==> src/rtl/manchester_decoder_if.sv <==
// -----------------------------------------------------------------------------
// manchester_decoder_if
//   Bundles the Manchester line input and the recovered-bit outputs of
//   manchester_decoder.
//
//   Signals:
//     line_in    : asynchronous Manchester line (line side -> decoder)
//     data_out   : recovered NRZ bit, meaningful while data_valid=1
//     data_valid : one-cycle pulse per decoded bit
//     locked     : high while the decoder tracks bit timing
//     code_err   : one-cycle pulse on a coding/timing violation
//
//   Modports:
//     master : line side / consumer (drives line_in, observes results)
//     slave  : the decoder itself
// -----------------------------------------------------------------------------
interface manchester_decoder_if;
    logic line_in;
    logic data_out;
    logic data_valid;
    logic locked;
    logic code_err;

    modport master (
        output line_in,
        input  data_out,
        input  data_valid,
        input  locked,
        input  code_err
    );

    modport slave (
        input  line_in,
        output data_out,
        output data_valid,
        output locked,
        output code_err
    );
endinterface

==> src/rtl/manchester_decoder.sv <==
// -----------------------------------------------------------------------------
// manchester_decoder
//   Recovers NRZ data and bit timing from an oversampled Manchester line.
//   Bit 1 = low then high (rising mid-bit edge), bit 0 = high then low
//   (falling mid-bit edge).
//
//   Parameters:
//     OVS : clk cycles per Manchester bit (multiple of 4, >= 8); Q = OVS/4
//     CW  : interval counter width, 2**CW > 5*Q+1
//
//   Ports:
//     clk : clock, all logic on the rising edge
//     rst : synchronous, active-high reset
//     bus : manchester_decoder_if.slave
//             line_in (in), data_out, data_valid, locked, code_err (out)
// -----------------------------------------------------------------------------
module manchester_decoder #(
    parameter int unsigned OVS = 16,
    parameter int unsigned CW  = 8
) (
    input  logic                 clk,
    input  logic                 rst,
    manchester_decoder_if.slave  bus
);

    localparam int unsigned Q = OVS / 4;

    // Interval thresholds, measured in cycles since the last accepted edge.
    localparam logic [CW-1:0] CNT_ONE  = CW'(1);
    localparam logic [CW-1:0] LIM_BND  = CW'(Q);          // below: too early
    localparam logic [CW-1:0] LIM_MID  = CW'(3 * Q);      // mid-bit window start
    localparam logic [CW-1:0] LIM_HI   = CW'(5 * Q);      // mid-bit window end
    localparam logic [CW-1:0] LIM_TO   = CW'(5 * Q + 1);  // missing transition
    localparam logic [CW-1:0] CNT_MAX  = '1;

    localparam logic [0:0] HUNT  = 1'b0;
    localparam logic [0:0] TRACK = 1'b1;

    // Input synchronizer and history flop.
    logic s1, s2, s3;
    logic line_edge;

    // State.
    logic [0:0]    state,      state_n;
    logic [CW-1:0] cnt,        cnt_n;
    logic          seen_bnd,   seen_bnd_n;
    logic          seen_edge,  seen_edge_n;
    logic          data_out_r, data_out_n;
    logic          dv_r,       dv_n;
    logic          err_r,      err_n;

    // Edge classification of the current interval.
    logic          in_bnd, in_mid;

    always_ff @(posedge clk) begin
        if (rst) begin
            s1 <= 1'b0;
            s2 <= 1'b0;
            s3 <= 1'b0;
        end else begin
            s1 <= bus.line_in;
            s2 <= s1;
            s3 <= s2;
        end
    end

    assign line_edge = s2 ^ s3;
    assign in_bnd    = (cnt >= LIM_BND) && (cnt < LIM_MID);
    assign in_mid    = (cnt >= LIM_MID) && (cnt <= LIM_HI);

    always_comb begin
        state_n     = state;
        cnt_n       = (cnt == CNT_MAX) ? cnt : cnt + CNT_ONE;
        seen_bnd_n  = seen_bnd;
        seen_edge_n = seen_edge;
        data_out_n  = data_out_r;
        dv_n        = 1'b0;
        err_n       = 1'b0;

        case (state)
            HUNT: begin
                if (line_edge) begin
                    cnt_n = CNT_ONE;
                    // A qualifying interval needs a reference edge seen since
                    // entering HUNT; otherwise this edge only starts a measurement.
                    if (seen_edge && in_mid) begin
                        state_n     = TRACK;
                        dv_n        = 1'b1;
                        data_out_n  = s2;
                        seen_bnd_n  = 1'b0;
                        seen_edge_n = 1'b0;
                    end else begin
                        seen_edge_n = 1'b1;
                    end
                end
            end

            default: begin // TRACK
                // Timeout has priority: an edge at 5Q+1 is just as late as none.
                if (cnt >= LIM_TO) begin
                    err_n = 1'b1;
                end else if (line_edge) begin
                    if (cnt < LIM_BND) begin
                        err_n = 1'b1;
                    end else if (in_bnd) begin
                        if (seen_bnd) begin
                            err_n = 1'b1;
                        end else begin
                            seen_bnd_n = 1'b1;
                        end
                    end else if (in_mid) begin
                        dv_n       = 1'b1;
                        data_out_n = s2;
                        cnt_n      = CNT_ONE;
                        seen_bnd_n = 1'b0;
                    end
                end

                if (err_n) begin
                    state_n     = HUNT;
                    cnt_n       = '0;
                    seen_bnd_n  = 1'b0;
                    seen_edge_n = 1'b0;
                end
            end
        endcase
    end

    always_ff @(posedge clk) begin
        if (rst) begin
            state      <= HUNT;
            cnt        <= '0;
            seen_bnd   <= 1'b0;
            seen_edge  <= 1'b0;
            data_out_r <= 1'b0;
            dv_r       <= 1'b0;
            err_r      <= 1'b0;
        end else begin
            state      <= state_n;
            cnt        <= cnt_n;
            seen_bnd   <= seen_bnd_n;
            seen_edge  <= seen_edge_n;
            data_out_r <= data_out_n;
            dv_r       <= dv_n;
            err_r      <= err_n;
        end
    end

    assign bus.data_out   = data_out_r;
    assign bus.data_valid = dv_r;
    assign bus.code_err   = err_r;
    assign bus.locked     = (state == TRACK);

endmodule

==> src/flat_wrapper.sv <==
// flat-port wrapper written by rule: the top's interface ports become plain ports
module manchester_decoder_flat 
#(
    parameter int unsigned OVS = 16,
    parameter int unsigned CW  = 8
)
  (clk, rst, bus_line_in, bus_data_out, bus_data_valid, bus_locked, bus_code_err);
  manchester_decoder_if bus_i ();
  input  logic clk;
  input  logic rst;
  input wire logic [$bits(bus_i.line_in)-1:0] bus_line_in;
  output wire logic [$bits(bus_i.data_out)-1:0] bus_data_out;
  output wire logic [$bits(bus_i.data_valid)-1:0] bus_data_valid;
  output wire logic [$bits(bus_i.locked)-1:0] bus_locked;
  output wire logic [$bits(bus_i.code_err)-1:0] bus_code_err;
  assign bus_i.line_in = bus_line_in;
  assign bus_data_out = bus_i.data_out;
  assign bus_data_valid = bus_i.data_valid;
  assign bus_locked = bus_i.locked;
  assign bus_code_err = bus_i.code_err;
  manchester_decoder #(.OVS(OVS), .CW(CW)) u_core (.clk(clk), .rst(rst), .bus(bus_i));
endmodule
==> config.mk <==
export PLATFORM = sky130hd
export DESIGN_NAME = manchester_decoder_flat
export DESIGN_NICKNAME = d
export VERILOG_FILES = /design/src/rtl/manchester_decoder_if.sv /design/src/rtl/manchester_decoder.sv /design/src/flat_wrapper.sv
export SDC_FILE = /design/constraint.sdc
export NUM_CORES = 1
export LEC_CHECK = 0
export BUFFER_PORTS_ARGS = -buffer_cell sky130_fd_sc_hd__buf_2
export CAP_MARGIN = 20
export CORE_UTILIZATION = 57
export DETAILED_ROUTE_END_ITERATION = 12
export GPL_TIMING_DRIVEN = 0
export PLACE_DENSITY = 0.76
export SLEW_MARGIN = 20
export SYNTH_ARGS = -nofsm -noshare
export SYNTH_HDL_FRONTEND = slang
export SYNTH_SLANG_ARGS = --single-unit
==> constraint.sdc <==
create_clock -name clk -period 1.8 [get_ports clk]
set_input_delay 0.45 -clock clk [delete_from_list [all_inputs] [get_ports clk]]
set_output_delay 0.45 -clock clk [all_outputs]
set_load 0.005 [all_outputs]
==> impl_metrics.toml <==
[cts]
cts_root_buf = "clkbuf_4"
clk_pin_slew_ns = 0.10
hold_buffers = 0
htree_levels = 1
cts_resized = 0
clock-sinks = 17
post_cts_buffers = 0
cts_buffers = 3
cts_tree = "yes"
clock_latency_ns = 0.29
ctsLongestPathBuffers = 2

[global_route]
grt_max_degree = 11
antenna_found_initial = 0
grt_overflow = 0
grt_pass1_vias = 697
grt_pass1_wl_mm = 3.05
grt.total_usage = 0.222

[critical_path]
crit_arrival_ns = 1.87
startpoint_type = "flop"
critPathRequiredTime_ns = 1.98
cp_cell_sequence = "inv_1 -> ha_1 -> a211o_1 -> a31oi_4 -> nor2_1"
crit_fanout = 9
ff2ff_setup_slack_ns = 0.11
r2r_cells = 5
r2r-end = "u_core.cnt[6]$_SDFF_PP0_"
worstSetupStartpoint = "u_core.cnt[0]$_SDFF_PP0_"
crit_slowest_cell = "dfxtp_1"
critical_path_class = "reg -> reg"
crit_path_end_kind = "flop"
cpPeakStageDelay_ns = 0.41
worstReg2RegStart = "u_core.cnt[0]$_SDFF_PP0_"

[logic_synthesis]
syn_inst = 103
synth_area_um2 = 991
synth-xor-area-share = 0.0429
synth_edf_count = 0
synth-simple-area-share = 0.275
synthArstFlopShare = 0
avgSynthCellArea_um2 = 9.62
yosysTopAreaCell = "dfxtp_1"
yosys_warnings = 0
yosysMostFrequentCell = "dfxtp_1"
synthTopCellsByArea = "dfxtp_1, nor2_1, ha_1, nand3_1, buf_6"
synth_compound_area_frac = 0.211
ys.flop_type = "dfxtp_1"
yosysTopAreaCellShare = 0.343
synth.area.mux_share = 0.0354
synthAdderAreaFrac = 0.0379
synth_commonest_cells = "dfxtp_1, nor2_1, nand3_1"
syn_nets = 109
ys_types = 40
ys_seq_elements = 17
synth-seq-area-share = 0.343
synth_top_family_by_area = "simple AND/OR/NAND/NOR gates"

[die]
die_height_um = 43.7
rows = 14
coreArea_um2 = 1560
die_width_um = 43.7
start_util = 0.636
floorplan.die_area_um2 = 1910
io_pins = 7

[route]
viasPerCell = 6.26
via_count = 807
drt_iter0_drc = 11
wl_mm = 1.79
drtPass1Iterations = 4
ant_nets = 0
drc = 0
wl_per_cell_um = 13.9

[timing]
rsz0062_at_grt = "false"
fin_setup_tns_ns = 0
final_max_slew_viol_count = 0
fin_crit_ns = 1.69
max_freq_mhz = 590
finalHoldViolCount = 0
setup-violations-final = 0
tightest_slew_ns = 0.437
fin_skew_ns = 0.00416
max_slew_margin = 0.706
finalCritPeriodShare = 0.941
timing.hold.ws_ns = 0.364

[pwr]
power_density_nw_per_um2 = 762
ir_worst_vdd_mv = 0.451
total_leakage_power_nw = 0.411

[run_status]
status = "complete, no violations"

[job]
drv_cap = 0

[finish]
seq_area_um2 = 340
multi_input_area_um2 = 597
drive_gt1_frac = 0.248
fin_nets = 120
fill_cells = 131
area_delta_synth_final_pct = 7.83
antenna_cells = 0

[worst_hold_path]
min_delay_worst_endpoint = "u_core.s1$_SDFF_PP0_"
min_from = "bus_line_in"
min_path_type = "in -> reg"
min_path_cells = 2

[placement]
place_congestion = 0.768
place_hpwl_mm = 1.37
io_buffers = 6
## kinds of logic after synthesis
logic type	count (synthesis)
adders and majority gates	3
AOI/OAI and AO/OA	25
and+or+nand+nor	43
buffers and inverters	8
DFF	17
xor gates and xnor gates	4
muxes	3
## critical path: cells and delay by family (launching register included)
family	cells	cell delay (ns)
AOI/OAI and AO/OA	2	0.74
buffers and inverters	1	0.09
DFF	1	0.41
adders and majority gates	1	0.24
and+or+nand+nor	1	0.09
## power by group
| part | internal, W | switching, W | leakage (nW) | total (W) |
|---|---|---|---|---|
| clock network | 0.0000828 | 0.000123 | 0.0177 | 0.000205 |
| registers | 0.000401 | 0.0000225 | 0.138 | 0.000423 |
| logic | 0.0000857 | 0.000100 | 0.255 | 0.000186 |
| total | 0.000569 | 0.000245 | 0.411 | 0.000815 |
## per-stage QoR
step	power [W]	instances	utilization	setup WS (ns)	area (um^2)
3_5_place_dp	0.000618	125	0.668	0.118	1040
4_1_cts	0.000822	129	0.685	0.103	1070
5_1_grt	0.000860	129	0.685	0.0125	1070
3_3_place_gp	0.000616	125	0.668	0.152	1040
6_report	0.000815	129	0.685	0.106	1070
2_1_floorplan	0.000584	103	-	0.278	991
## worst max path at each step
stage                     depth (start not counted)  slack (ns)                          endpoint
after floorplan                                   6        0.28  u_core.bus.data_out$_SDFFE_PP0P_
after global placement                            5        0.15          u_core.cnt[7]$_SDFF_PP0_
after detailed placement                          5        0.12          u_core.cnt[6]$_SDFF_PP0_
after CTS                                         5        0.10          u_core.cnt[6]$_SDFF_PP0_
after global routing                              5        0.01          u_core.cnt[6]$_SDFF_PP0_
final                                             5        0.11          u_core.cnt[6]$_SDFF_PP0_
## cell usage in the layout (no fill, tap or decap), types with 2 or more instances in the layout
master | synthesis | routed
a31o_2 | 3 | 3
and3_1 | 2 | 2
o21ai_0 | 3 | 3
nor2_1 | 11 | 11
mux2i_1 | 2 | 2
nand2_1 | 2 | 2
ha_1 | 3 | 3
buf_6 | 3 | 3
xnor2_1 | 3 | 3
nor3b_2 | 2 | 2
clkbuf_4 | 0 | 3
a21oi_1 | 4 | 4
nand3_1 | 7 | 7
nand4_1 | 2 | 2
o2111ai_1 | 2 | 2
nor2b_1 | 5 | 5
nand2b_1 | 3 | 3
o211ai_1 | 4 | 4
inv_1 | 4 | 4
buf_2 | 1 | 7
dfxtp_1 | 17 | 17
## routing by layer
| metal | share of wire | track usage | vias up |
|---|---|---|---|
| met1 | 0.46 | 0.305 | 382 |
| met2 | 0.48 | 0.334 | 21 |
| li1 | - | - | 399 |
| met3 | 0.035 | 0.0250 | 5 |
| met4 | 0.025 | 0.131 | 0 |
| met5 | 0 | 0 | - |
## final cells by class
class	instances	share of cell area
buffer	4	0.0363
clock buffer	3	0.0211
clock inverter	1	0.00468
inverter	4	0.0141
multi-input combinational	78	0.559
sequential	17	0.319
tap	16	0.0187
timing repair buffer	6	0.0281
## state kept, by name (all words and copies together) (netlist names)
name and count:
u_core.s3 1, u_core.bus.code_err 1, u_core.seen_edge 1, u_core.s1 1, u_core.cnt 8, u_core.s2 1
u_core.bus.data_valid 1, u_core.bus.data_out 1, u_core.bus.locked 1, u_core.seen_bnd 1
No activity file was read; power rests on OpenSTA's default activity.
